$ cat config.mk
export PLATFORM = sky130hd
export DESIGN_NAME = hazard_ctrl
export DESIGN_NICKNAME = d
export VERILOG_FILES = /design/src/rtl/pipe_ctrl_pkg.sv /design/src/rtl/fwd_unit.sv /design/src/rtl/hazard_ctrl.sv
export SDC_FILE = /design/constraint.sdc
export NUM_CORES = 1
export LEC_CHECK = 0
export BUFFER_PORTS_ARGS = -buffer_cell sky130_fd_sc_hd__buf_2
export CORE_MARGIN = 4
export CORE_UTILIZATION = 41
export CTS_BUF_LIST = sky130_fd_sc_hd__clkbuf_4 sky130_fd_sc_hd__clkbuf_8
export DETAILED_ROUTE_END_ITERATION = 10
export GPL_TIMING_DRIVEN = 0
export HOLD_SLACK_MARGIN = 0.15
export PLACE_DENSITY = 0.76
export SYNTH_ARGS = -nofsm -noshare
export SYNTH_HDL_FRONTEND = slang
export SYNTH_SLANG_ARGS = --single-unit
$ cat constraint.sdc
create_clock -name clk_i -period 2.7 [get_ports clk_i]
set_clock_uncertainty 0.1 [all_clocks]
set_input_delay 0.135 -clock clk_i [delete_from_list [all_inputs] [get_ports clk_i]]
set_output_delay 0.135 -clock clk_i [all_outputs]
set_load 0.02 [all_outputs]
$ cat src/rtl/pipe_ctrl_pkg.sv
// rtl/pipe_ctrl_pkg.sv - shared types and helpers for the pipeline hazard controller
package pipe_ctrl_pkg;

  typedef enum logic [1:0] {
    FWD_REG = 2'b00,
    FWD_MEM = 2'b01,
    FWD_WB  = 2'b10
  } fwd_sel_e;

  typedef enum logic [1:0] {
    RUN,
    LDUSE,
    FLUSH
  } hz_state_e;

  localparam logic [4:0] REG_X0 = 5'd0;

  // A writer to x0 never produces a value anyone can consume.
  function automatic logic reg_hit(input logic [4:0] rd, input logic wren, input logic [4:0] rs);
    return wren && (rd != REG_X0) && (rd == rs);
  endfunction

endpackage

$ cat src/rtl/fwd_unit.sv
// rtl/fwd_unit.sv - EX operand forwarding selects and WB->ID regfile bypass compare
module fwd_unit
  import pipe_ctrl_pkg::*;
(
  input  logic [4:0] ex_rs1_addr,
  input  logic [4:0] ex_rs2_addr,
  input  logic [4:0] mem_rd_addr,
  input  logic       mem_rd_wren,
  input  logic [4:0] wb_rd_addr,
  input  logic       wb_rd_wren,
  input  logic [4:0] id_rs1_addr,
  input  logic [4:0] id_rs2_addr,
  output logic [1:0] fwd_a_sel,
  output logic [1:0] fwd_b_sel,
  output logic       sel_rs1_wb,
  output logic       sel_rs2_wb
);

  fwd_sel_e fwd_a;
  fwd_sel_e fwd_b;

  // MEM holds the younger result, so it wins over WB.
  always_comb begin
    fwd_a = FWD_REG;
    fwd_b = FWD_REG;
    if (reg_hit(mem_rd_addr, mem_rd_wren, ex_rs1_addr)) begin
      fwd_a = FWD_MEM;
    end else if (reg_hit(wb_rd_addr, wb_rd_wren, ex_rs1_addr)) begin
      fwd_a = FWD_WB;
    end
    if (reg_hit(mem_rd_addr, mem_rd_wren, ex_rs2_addr)) begin
      fwd_b = FWD_MEM;
    end else if (reg_hit(wb_rd_addr, wb_rd_wren, ex_rs2_addr)) begin
      fwd_b = FWD_WB;
    end
  end

  assign fwd_a_sel  = fwd_a;
  assign fwd_b_sel  = fwd_b;
  assign sel_rs1_wb = reg_hit(wb_rd_addr, wb_rd_wren, id_rs1_addr);
  assign sel_rs2_wb = reg_hit(wb_rd_addr, wb_rd_wren, id_rs2_addr);

endmodule

$ cat src/rtl/hazard_ctrl.sv
// rtl/hazard_ctrl.sv - 5-stage pipeline sequencer: load-use/redirect/LSU-wait hazards and perf counters
module hazard_ctrl
  import pipe_ctrl_pkg::*;
#(
  parameter int LD_STALL  = 1,
  parameter int FLUSH_CYC = 1,
  parameter int CNT_W     = 32
) (
  input  logic             clk_i,
  input  logic             rst_n,
  input  logic [4:0]       id_rs1_addr,
  input  logic [4:0]       id_rs2_addr,
  input  logic             id_rd_rs2_en,
  input  logic [4:0]       ex_rs1_addr,
  input  logic [4:0]       ex_rs2_addr,
  input  logic [4:0]       ex_rd_addr,
  input  logic             ex_rd_wren,
  input  logic             ex_ld_en,
  input  logic             ex_redirect,
  input  logic [4:0]       mem_rd_addr,
  input  logic             mem_rd_wren,
  input  logic [4:0]       wb_rd_addr,
  input  logic             wb_rd_wren,
  input  logic             lsu_busy,
  output logic             pc_en,
  output logic             if_id_en,
  output logic             if_id_flush_n,
  output logic             id_ex_en,
  output logic             id_ex_flush_n,
  output logic             ex_mem_en,
  output logic [1:0]       fwd_a_sel,
  output logic [1:0]       fwd_b_sel,
  output logic             sel_rs1_wb,
  output logic             sel_rs2_wb,
  output logic [CNT_W-1:0] stall_cnt,
  output logic [CNT_W-1:0] flush_cnt
);

  hz_state_e  state_q, state_d;
  logic [1:0] cnt_q, cnt_d;
  logic       lu;
  logic       flush_acc;
  logic [1:0] fwd_a_raw, fwd_b_raw;
  logic       rs1_wb_raw, rs2_wb_raw;

  fwd_unit u_fwd (
    .ex_rs1_addr (ex_rs1_addr),
    .ex_rs2_addr (ex_rs2_addr),
    .mem_rd_addr (mem_rd_addr),
    .mem_rd_wren (mem_rd_wren),
    .wb_rd_addr  (wb_rd_addr),
    .wb_rd_wren  (wb_rd_wren),
    .id_rs1_addr (id_rs1_addr),
    .id_rs2_addr (id_rs2_addr),
    .fwd_a_sel   (fwd_a_raw),
    .fwd_b_sel   (fwd_b_raw),
    .sel_rs1_wb  (rs1_wb_raw),
    .sel_rs2_wb  (rs2_wb_raw)
  );

  assign fwd_a_sel  = rst_n ? fwd_a_raw : 2'b00;
  assign fwd_b_sel  = rst_n ? fwd_b_raw : 2'b00;
  assign sel_rs1_wb = rst_n & rs1_wb_raw;
  assign sel_rs2_wb = rst_n & rs2_wb_raw;

  assign lu = ex_ld_en & (reg_hit(ex_rd_addr, ex_rd_wren, id_rs1_addr) |
                          (id_rd_rs2_en & reg_hit(ex_rd_addr, ex_rd_wren, id_rs2_addr)));

  always_comb begin
    state_d       = state_q;
    cnt_d         = cnt_q;
    flush_acc     = 1'b0;
    pc_en         = 1'b1;
    if_id_en      = 1'b1;
    if_id_flush_n = 1'b1;
    id_ex_en      = 1'b1;
    id_ex_flush_n = 1'b1;
    ex_mem_en     = 1'b1;
    if (!rst_n) begin
      pc_en         = 1'b0;
      if_id_en      = 1'b0;
      if_id_flush_n = 1'b0;
      id_ex_en      = 1'b0;
      id_ex_flush_n = 1'b0;
      ex_mem_en     = 1'b0;
    end else if (lsu_busy) begin
      // Whole pipe holds in place; sequencer state is left untouched.
      pc_en     = 1'b0;
      if_id_en  = 1'b0;
      id_ex_en  = 1'b0;
      ex_mem_en = 1'b0;
    end else begin
      case (state_q)
        RUN, LDUSE: begin
          if (ex_redirect) begin
            if_id_flush_n = 1'b0;
            id_ex_flush_n = 1'b0;
            flush_acc     = 1'b1;
            if (FLUSH_CYC > 1) begin
              state_d = FLUSH;
              cnt_d   = 2'(FLUSH_CYC - 1);
            end else begin
              state_d = RUN;
            end
          end else if (state_q == LDUSE || lu) begin
            pc_en         = 1'b0;
            if_id_en      = 1'b0;
            id_ex_flush_n = 1'b0;
            if (state_q == LDUSE) begin
              cnt_d = cnt_q - 2'd1;
              if (cnt_q == 2'd1) state_d = RUN;
            end else if (LD_STALL > 1) begin
              state_d = LDUSE;
              cnt_d   = 2'(LD_STALL - 1);
            end
          end
        end
        FLUSH: begin
          // The EX slot is already a bubble here, so its redirect is meaningless.
          if_id_flush_n = 1'b0;
          id_ex_flush_n = 1'b0;
          cnt_d         = cnt_q - 2'd1;
          if (cnt_q == 2'd1) state_d = RUN;
        end
        default: state_d = RUN;
      endcase
    end
  end

  always_ff @(posedge clk_i) begin
    if (!rst_n) begin
      state_q   <= RUN;
      cnt_q     <= 2'd0;
      stall_cnt <= '0;
      flush_cnt <= '0;
    end else begin
      state_q <= state_d;
      cnt_q   <= cnt_d;
      if (!pc_en && stall_cnt != '1) stall_cnt <= stall_cnt + 1'b1;
      if (flush_acc && flush_cnt != '1) flush_cnt <= flush_cnt + 1'b1;
    end
  end

endmodule

==> impl_metrics.env, run 1 <==
export IMPL_ys_async_sr_fraction=0
export IMPL_core_um2=9370
export IMPL_critPathMaxFanout=11
export IMPL_crit_type="register to output port"
export IMPL_boundaryPins=120
export IMPL_drive_gt1_frac=0.249
export IMPL_status="completed"
export IMPL_synth_cell_type_count=49
export IMPL_reg2reg_depth=6
export IMPL_regToRegSetupSlack_ns=0.24
export IMPL_power_uw=2060
export IMPL_maxCapViolCount=0
export IMPL_finalCritPeriodShare=0.933
export IMPL_synthCells=486
export IMPL_place_hpwl_um=8840
export IMPL_vias_per_cell=5.60
export IMPL_grt_pass1_wl_um=19200
export IMPL_clk_pin_slew_worst_paths_ns=0.07
export IMPL_grt_use_total=0.206
export IMPL_grt_max_degree=12
export IMPL_dpl_worst_slack_ns=-0.0799
export IMPL_drt_iter0_drc=258
export IMPL_synth_warnings=0
export IMPL_pwr_share_seq=0.493
export IMPL_rsz0062_at_grt="false"
export IMPL_p_switching_uw=533
export IMPL_rr_endpoint="stall_cnt[27]$_SDFFE_PN0P_"
export IMPL_intPower_uw=1520
export IMPL_r2r_start="stall_cnt[3]$_SDFFE_PN0P_"
export IMPL_drcViolationCount=0
export IMPL_synth_flop_cell="dfxtp_1"
export IMPL_fin_ws_ns=0.181
export IMPL_post_route_min_period_ns=2.52
export IMPL_cts_tree="done"
export IMPL_clock_sinks=68
export IMPL_grt_pass1_vias=3997
export IMPL_portBuffers=114
export IMPL_gp_congestion=0.851
export IMPL_die_x_um=107
export IMPL_min_to="stall_cnt[24]$_SDFFE_PN0P_"
export IMPL_hold_depth=4
export IMPL_clkPwrFrac=0.400
export IMPL_die_area_um2=11400
export IMPL_diodes=0
export IMPL_worst_setup_path_start_kind="register"
export IMPL_ant_nets=0
export IMPL_power_density_nw_per_um2=414
export IMPL_cp_required_ns=2.47
export IMPL_swShare=0.259
export IMPL_worstHoldPathType="input pin to register"
export IMPL_seq_area_frac_synth=0.342
export IMPL_hold_viol_final=0
export IMPL_arrival_ns=2.28
export IMPL_avgSynthCellArea_um2=8.20
export IMPL_synth_edf_count=0
export IMPL_start_util=0.425
export IMPL_post_synth_top_area_fraction=0.342
export IMPL_report_final_slew_viol_count=0
export IMPL_root_buffer="clkbuf_8"
export IMPL_synth_area_leaders="dfxtp_1 34%, xnor2_1 9.0%, xor2_1 4.8%, a21oi_1 3.9%, nand3_1 3.5%"
export IMPL_syn_area_um2=3990
export IMPL_final_common_cell="buf_2"
export IMPL_setup_viol=0
export IMPL_max_clock_freq_mhz=397
export IMPL_p_leak_uw=0.00194
export IMPL_final_nets=662
export IMPL_synth_top_cell_by_area="dfxtp_1"
export IMPL_wl_per_cell_um=16.0
export IMPL_cts_made_buffers=9
export IMPL_insertion_delay_ns=0.35
export IMPL_wl_um=11900
export IMPL_cts_max_level=3
export IMPL_overflow=0
export IMPL_hold_start="rst_n"
export IMPL_critPathCaptureType="output port"
export IMPL_synth_ff_latch_count=68
export IMPL_rows=35
export IMPL_ir_worst_vdd_uv=164
export IMPL_antenna_found_initial=0
export IMPL_syn_num_nets=533
export IMPL_relSlewSlack=0.606
export IMPL_die_height_um=107
export IMPL_syn_to_final_growth_pct=24.8
export IMPL_final_fill_count=947
export IMPL_final_cell_mix="122 x buf_2, 68 x dfxtp_1, 41 x xnor2_1, 34 x nand2_1, 33 x nor2_1"
export IMPL_combPwrFrac=0.107
export IMPL_drtPass1Iterations=5
export IMPL_max_clock_path_buffers=2
export IMPL_vias=4186
export IMPL_worst_slew_pin_slew_ns=0.586
## flip-flops by register name (all words and copies together) (netlist names)
signal,flops
stall_cnt,32
flush_cnt,32
state_q,2
cnt_q,2
## cell usage after synthesis (4+ instances only)
cell / instances
a21oi_1: 31
nand2b_1: 9
nor2_1: 33
o21a_1: 4
xnor2_1: 41
xor2_1: 22
nand4_1: 20
and3_1: 7
buf_2: 8
o41ai_1: 4
o311ai_0: 4
o21ai_0: 18
nor3_1: 11
or3_1: 18
or4_1: 17
nand2_1: 34
dfxtp_1: 68
mux2i_1: 6
nor4_1: 12
nand3_1: 28
o31ai_1: 13
clkbuf_1: 17
and4_1: 8
and2_1: 10
inv_1: 9
## how the worst max path moves through the flow
| stage | endpoint | depth (start not counted) | startpoint | slack, ns |
|---|---|---|---|---|
| floorplan | flush_cnt[4]$_SDFFE_PN0P_ | 6 | flush_cnt[8]$_SDFFE_PN0P_ | 0.37 |
| global placement | stall_cnt[1]$_SDFFE_PN0P_ | 7 | stall_cnt[24]$_SDFFE_PN0P_ | -0.03 |
| detailed placement | stall_cnt[15]$_SDFFE_PN0P_ | 7 | stall_cnt[24]$_SDFFE_PN0P_ | -0.08 |
| CTS | stall_cnt[15]$_SDFFE_PN0P_ | 7 | stall_cnt[24]$_SDFFE_PN0P_ | 0.01 |
| global route | pc_en | 9 | lsu_busy | 0.03 |
| finish | pc_en | 8 | state_q[1]$_SDFFE_PN0P_ | 0.18 |
## through the flow
step                      cells  instance area (µm²)   util  hold WS (ns)  setup TNS [ns]
after floorplan             486                 3990      -         0.191               0
after global placement      729                 4720  0.503         0.364         -0.0839
after detailed placement    729                 4720  0.503         0.381          -0.397
after CTS                   747                 4940  0.528         0.214               0
after global routing        748                 4970  0.531         0.272               0
final                       748                 4970  0.531         0.217               0
## cells by family (layout without fill, tap and decap cells)
kind of cell    Yosys count  count (layout)  synth area share
compound gates           88              88             0.141
xor+xnor                 63              63             0.138
fa+ha+maj                 3               3           0.00942
buf+inv                  38             171            0.0402
flops                    68              68             0.342
mux                       6               6            0.0151
simple gates            220             220             0.315
## cell type report
class,instances,area [µm²],share of cell area
buffer,28,124,0.0249
clock buffer,10,131,0.0264
clock inverter,5,53.8,0.0108
inverter,10,37.5,0.00755
multi-input combinational,380,2500,0.502
sequential,68,1360,0.274
tap,129,161,0.0325
timing repair buffer,118,608,0.122
## what timing repair did
action                     CTS  global route
cloned                       0             0
hold buffers                 3             0
resized for setup            2             5
setup endpoints to repair   12            22
setup buffers                0             1
hold endpoints to repair     6             0
pin swaps                    0             1
## critical path, stage by stage, from the launching register on
cell and delay [ns]:
dfxtp_1 0.45, nor2_1 0.13, nand2_1 0.11, nand2_1 0.09, a31oi_4 0.28, buf_2 0.29
buf_2 0.27, buf_4 0.16, buf_2 0.15
## power groups by stage
stage	Combinational [µW]	Clock [µW]	Sequential (µW)
floorplan	119	0	1040
global placement	206	0	1040
detailed placement	215	0	1040
CTS	219	840	1010
global route	241	879	1010
finish	220	824	1010
## per-layer routing
layer	global-route usage	wire length (µm)	share of wire	vias up
met5	0	0	0	-
met4	0.0566	125	0.010	0
met3	0.0385	697	0.058	13
met2	0.366	6040	0.51	140
met1	0.253	5080	0.43	1983
li1	-	-	-	2050
Power figures use the tool's default switching activity.
==> inputs of run 2 (changes only) <==
--- a/config.mk
+++ b/config.mk
@@ -12,7 +12,7 @@
 export DETAILED_ROUTE_END_ITERATION = 10
 export GPL_TIMING_DRIVEN = 0
 export HOLD_SLACK_MARGIN = 0.15
-export PLACE_DENSITY = 0.76
+export PLACE_DENSITY = 0.67
 export SYNTH_ARGS = -nofsm -noshare
 export SYNTH_HDL_FRONTEND = slang
 export SYNTH_SLANG_ARGS = --single-unit
==> impl_metrics.env, run 2 (synthesized netlist as in run 1, its figures left out) <==
export IMPL_status="completed"
export IMPL_p_leak_uw=0.00194
export IMPL_worst_setup_path_start_kind="input pin"
export IMPL_utilization=0.532
export IMPL_gp_congestion=0.834
export IMPL_relSlewSlack=0.550
export IMPL_r2r_start="stall_cnt[3]$_SDFFE_PN0P_"
export IMPL_final_fill_count=952
export IMPL_hold_viol_final=0
export IMPL_max_clock_freq_mhz=396
export IMPL_reg_top3="flush_cnt: 32 flops, stall_cnt: 32 flops"
export IMPL_drcViolationCount=0
export IMPL_wl_um=11900
export IMPL_final_cell_mix="121 x buf_2, 68 x dfxtp_1, 41 x xnor2_1, 34 x nand2_1, 33 x nor2_1"
export IMPL_final_nets=663
export IMPL_grt_pass1_vias=4056
export IMPL_boundaryPins=120
export IMPL_endpoint="pc_en"
export IMPL_rr_endpoint="stall_cnt[27]$_SDFFE_PN0P_"
export IMPL_root_buffer="clkbuf_8"
export IMPL_start_util=0.425
export IMPL_grt_pass1_wl_um=19800
export IMPL_syn_to_final_growth_pct=25.1
export IMPL_final_common_cell="buf_2"
export IMPL_wl_per_cell_um=15.8
export IMPL_die_height_um=107
export IMPL_fin_hold_ws_ns=0.208
export IMPL_crit_start="lsu_busy"
export IMPL_drive_gt1_frac=0.250
export IMPL_post_place_cells=729
export IMPL_rsz0062_at_grt="false"
export IMPL_worst_slew_pin_slew_ns=0.674
export IMPL_drtPass1Iterations=4
export IMPL_ant_nets=0
export IMPL_die_x_um=107
export IMPL_antenna_found_initial=0
export IMPL_vias=4179
export IMPL_critPathMaxFanout=11
export IMPL_slowest_stage="dlygate4sd3_1"
export IMPL_power_density_nw_per_um2=419
export IMPL_ir_worst_vdd_uv=285
export IMPL_drt_iter0_drc=234
export IMPL_portBuffers=114
export IMPL_stdcell_count=750
export IMPL_maxCapViolCount=0
export IMPL_multi_input_area_um2=2490
export IMPL_cts_max_level=3
export IMPL_cts_tree="done"
export IMPL_grt_max_degree=13
export IMPL_grt_use_total=0.211
export IMPL_max_clock_path_buffers=2
export IMPL_hold_start="rst_n"
export IMPL_rows=35
export IMPL_core_um2=9370
export IMPL_report_final_slew_viol_count=0
export IMPL_vias_per_cell=5.57
export IMPL_slowest_delay_ns=0.52
export IMPL_arrival_ns=2.29
export IMPL_crit_type="input pin to output port"
export IMPL_reg2reg_depth=6
export IMPL_overflow=0
export IMPL_diodes=0
export IMPL_post_route_min_period_ns=2.52
export IMPL_cp_required_ns=2.47
export IMPL_critical_path_cell_chain="dlygate4sd3_1 > buf_2 > nor2_1 > nand2_1 > a31oi_4 > clkbuf_4 > buf_2 > buf_4 > buf_2"
export IMPL_regToRegSetupSlack_ns=0.19
export IMPL_cts_made_buffers=9
export IMPL_finalCritPeriodShare=0.934
export IMPL_clock_sinks=68
export IMPL_insertion_delay_ns=0.35
export IMPL_die_area_um2=11400
export IMPL_regArea_um2=1360
export IMPL_setup_viol=0
export IMPL_crit_top_cell="buf_2"
export IMPL_clk_pin_slew_worst_paths_ns=0.07
export IMPL_place_hpwl_um=8690
export IMPL_critPathCaptureType="output port"
export IMPL_worstHoldPathType="input pin to register"
[run 2: through the flow]
stage,power [µW],TNS [ns],cell area [µm²],setup WS [ns]
after global routing,2170,0,4990,0.00258
after detailed placement,1250,-1.10,4720,-0.162
after CTS,2100,0,4960,0.0496
after floorplan,1160,0,3990,0.372
final,2090,0,4990,0.177
after global placement,1240,-0.263,4720,-0.0616
[run 2: power breakdown]
part	internal [µW]	switching, µW	total [µW]
Sequential	1010	7.67	1010
Clock	437	420	857
Combinational	88.9	130	219
Total	1530	557	2090
[run 2: timing repair]
action | in CTS | in global routing
gates resized for setup | 3 | 3
endpoints found under the setup margin | 20 | 23
setup buffers | 0 | 2
pin swaps | 0 | 1
hold buffers | 3 | 0
endpoints found under the hold margin | 6 | 0
[run 2: worst min-delay path by stage]
stage                                 endpoint  slack [ns]  depth (start not counted)
finish              stall_cnt[24]$_SDFFE_PN0P_        0.21                          4
global route        stall_cnt[24]$_SDFFE_PN0P_        0.26                          4
CTS                 stall_cnt[24]$_SDFFE_PN0P_        0.20                          4
detailed placement     state_q[0]$_SDFFE_PN0P_        0.38                          2
global placement       state_q[1]$_SDFFE_PN0P_        0.36                          2
floorplan              state_q[1]$_SDFFE_PN0P_        0.19                          1
[run 2: cell type report]
type                            instances  area share
Inverter                               10     0.00753
Sequential cell                        68       0.273
Clock buffer                           10      0.0263
Multi-Input combinational cell        380       0.499
Clock inverter                          6      0.0128
Buffer                                 28      0.0253
Timing Repair Buffer                  119       0.123
Tap cell                              129      0.0324
[run 2: critical path: cells and delay by family]
kind	cells	cell delay, ns
AO/OA/AOI/OAI	1	0.27
buffers and inverters	6	1.52
AND/OR/NAND/NOR	2	0.35
[run 2: routing by layer]
metal  vias to the layer above  GRT usage  wire, µm  part of all wire
met4                         0     0.0676       193             0.016
met1                      2001      0.265      5230              0.44
met5                         -          0         0                 0
met2                       108      0.364      5820              0.49
li1                       2054          -         -                 -
met3                        16     0.0397       626             0.053
==> inputs of run 3 (changes only) <==
--- a/config.mk
+++ b/config.mk
@@ -13,6 +13,7 @@
 export GPL_TIMING_DRIVEN = 0
 export HOLD_SLACK_MARGIN = 0.15
 export PLACE_DENSITY = 0.67
+export RECOVER_POWER = 50
 export SYNTH_ARGS = -nofsm -noshare
 export SYNTH_HDL_FRONTEND = slang
 export SYNTH_SLANG_ARGS = --single-unit
==> impl_metrics.env, run 3 (synthesized netlist as in run 1, its figures left out) <==
export IMPL_slowest_delay_ns=0.52
export IMPL_final_nets=663
export IMPL_worstHoldPathType="input pin to register"
export IMPL_post_route_min_period_ns=2.53
export IMPL_grt_util_met3=0.0397
export IMPL_power_density_nw_per_um2=426
export IMPL_die_x_um=107
export IMPL_setup_viol=0
export IMPL_placed_area_um2=4720
export IMPL_power_uw=2090
export IMPL_final_common_cell="clkbuf_1"
export IMPL_syn_to_final_growth_pct=23.0
export IMPL_cpLargestDelayFamily="buffers and inverters"
export IMPL_clock_sinks=68
export IMPL_place_hpwl_um=8690
export IMPL_overflow=0
export IMPL_cts_max_level=3
export IMPL_rsz0062_at_grt="false"
export IMPL_drcViolationCount=0
export IMPL_grt_max_degree=13
export IMPL_hold_viol_final=0
export IMPL_reg2reg_depth=6
export IMPL_crit_type="input pin to output port"
export IMPL_portBuffers=114
export IMPL_drt_iter0_drc=220
export IMPL_maxCapViolCount=0
export IMPL_intPower_uw=1530
export IMPL_worst_setup_path_start_kind="input pin"
export IMPL_post_place_cells=729
export IMPL_finalCritPeriodShare=0.936
export IMPL_slowest_stage="dlygate4sd3_1"
export IMPL_vias=4163
export IMPL_min_to="stall_cnt[24]$_SDFFE_PN0P_"
export IMPL_drive_gt1_frac=0.142
export IMPL_wl_per_cell_um=15.9
export IMPL_antenna_found_initial=0
export IMPL_grt_pass1_vias=4056
export IMPL_cts_made_buffers=9
export IMPL_multi_input_area_um2=2490
export IMPL_crit_top_cell="buf_2"
export IMPL_stdcell_count=750
export IMPL_swShare=0.267
export IMPL_gp_congestion=0.834
export IMPL_vias_per_cell=5.55
export IMPL_rows=35
export IMPL_worst_slew_pin_slew_ns=0.675
export IMPL_final_cell_mix="83 x clkbuf_1, 68 x dfxtp_1, 54 x buf_2, 41 x xnor2_1, 34 x nand2_1"
export IMPL_grt_pass1_wl_um=19800
export IMPL_regToRegSetupSlack_ns=0.18
export IMPL_status="completed"
export IMPL_reg_top3="flush_cnt: 32 flops, stall_cnt: 32 flops"
export IMPL_root_buffer="clkbuf_8"
export IMPL_finalSetupTns_ns=0
export IMPL_die_height_um=107
export IMPL_use_met1=0.265
export IMPL_ant_nets=0
export IMPL_p_leak_uw=0.00165
export IMPL_clkPwrFrac=0.410
export IMPL_clk_pin_slew_worst_paths_ns=0.07
export IMPL_max_clock_path_buffers=2
export IMPL_hold_start="rst_n"
export IMPL_die_area_um2=11400
export IMPL_wl_um=11900
export IMPL_path_buf_inv=6
export IMPL_ir_worst_vdd_uv=285
export IMPL_arrival_ns=2.29
export IMPL_cp_required_ns=2.47
export IMPL_p_switching_uw=558
export IMPL_r2r_start="stall_cnt[3]$_SDFFE_PN0P_"
export IMPL_diodes=0
export IMPL_grt_util_met2=0.364
export IMPL_final_fill_count=982
export IMPL_relSlewSlack=0.549
export IMPL_critPathMaxFanout=11
export IMPL_combPwrFrac=0.104
export IMPL_core_um2=9370
export IMPL_boundaryPins=120
export IMPL_regArea_um2=1360
export IMPL_start_util=0.425
export IMPL_critPathCaptureType="output port"
export IMPL_hold_depth=4
export IMPL_critical_path_cell_chain="dlygate4sd3_1 > buf_2 > nor2_1 > nand2_1 > a31oi_4 > clkbuf_4 > buf_2 > buf_4 > buf_2"
export IMPL_rr_endpoint="stall_cnt[27]$_SDFFE_PN0P_"
export IMPL_fin_area_um2=4900
export IMPL_gr_max_usage_layer="met2"
export IMPL_max_clock_freq_mhz=395
export IMPL_pwr_share_seq=0.486
export IMPL_grt_use_total=0.211
export IMPL_cts_tree="done"
export IMPL_report_final_slew_viol_count=0
export IMPL_drtPass1Iterations=5
export IMPL_insertion_delay_ns=0.35
run 3: per-stage QoR:
| step | util | hold slack (ns) | setup WS [ns] |
|---|---|---|---|
| detailed placement | 0.503 | 0.380 | -0.162 |
| finish | 0.523 | 0.218 | 0.171 |
| floorplan | - | 0.191 | 0.372 |
| global route | 0.523 | 0.271 | 0.000277 |
| CTS | 0.529 | 0.195 | 0.0496 |
| global placement | 0.503 | 0.362 | -0.0616 |
run 3: area by class of cell:
cell class,count,share of cell area
tap,129,0.0329
multi-input combinational,380,0.508
clock inverter,6,0.0130
inverter,10,0.00766
sequential,68,0.278
buffer,28,0.0258
timing repair buffer,119,0.108
clock buffer,10,0.0268
run 3: worst max-delay path by stage:
stage                         startpoint                          to  slack [ns]  cells after the start
2_1_floorplan  flush_cnt[8]$_SDFFE_PN0P_   flush_cnt[4]$_SDFFE_PN0P_        0.37                      6
3_3_place_gp   stall_cnt[3]$_SDFFE_PN0P_   stall_cnt[1]$_SDFFE_PN0P_       -0.06                      7
3_5_place_dp   stall_cnt[3]$_SDFFE_PN0P_   stall_cnt[1]$_SDFFE_PN0P_       -0.16                      7
4_1_cts        stall_cnt[3]$_SDFFE_PN0P_  stall_cnt[29]$_SDFFE_PN0P_        0.05                      7
5_1_grt        stall_cnt[1]$_SDFFE_PN0P_   stall_cnt[1]$_SDFFE_PN0P_      0.0003                      8
6_report                        lsu_busy                       pc_en        0.17                      9
run 3: routing by layer:
metal | routed length (µm) | share of wire
met1 | 5240 | 0.44
met2 | 5830 | 0.49
met3 | 666 | 0.056
met4 | 192 | 0.016
met5 | 0 | 0
run 3: what timing repair did:
item / 4_1_cts / 5_1_grt
resized for setup: 3 / 3
endpoints found under the hold margin: 6 / 0
pin swaps: 0 / 1
setup buffers: 0 / 2
hold buffers: 3 / 0
endpoints found under the setup margin: 20 / 23
run 3: power groups by stage:
stage          Combinational (µW)  Clock, µW  Sequential, µW
2_1_floorplan                 119          0            1040
3_3_place_gp                  206          0            1040
3_5_place_dp                  213          0            1040
4_1_cts                       217        874            1010
5_1_grt                       239        913            1020
6_report                      217        857            1010
run 3: tightest hold or removal path, cell delays in order:
cell      delay [ns]
clkbuf_1        0.11
inv_2           0.15
or4b_2          0.15
o21ai_0         0.06
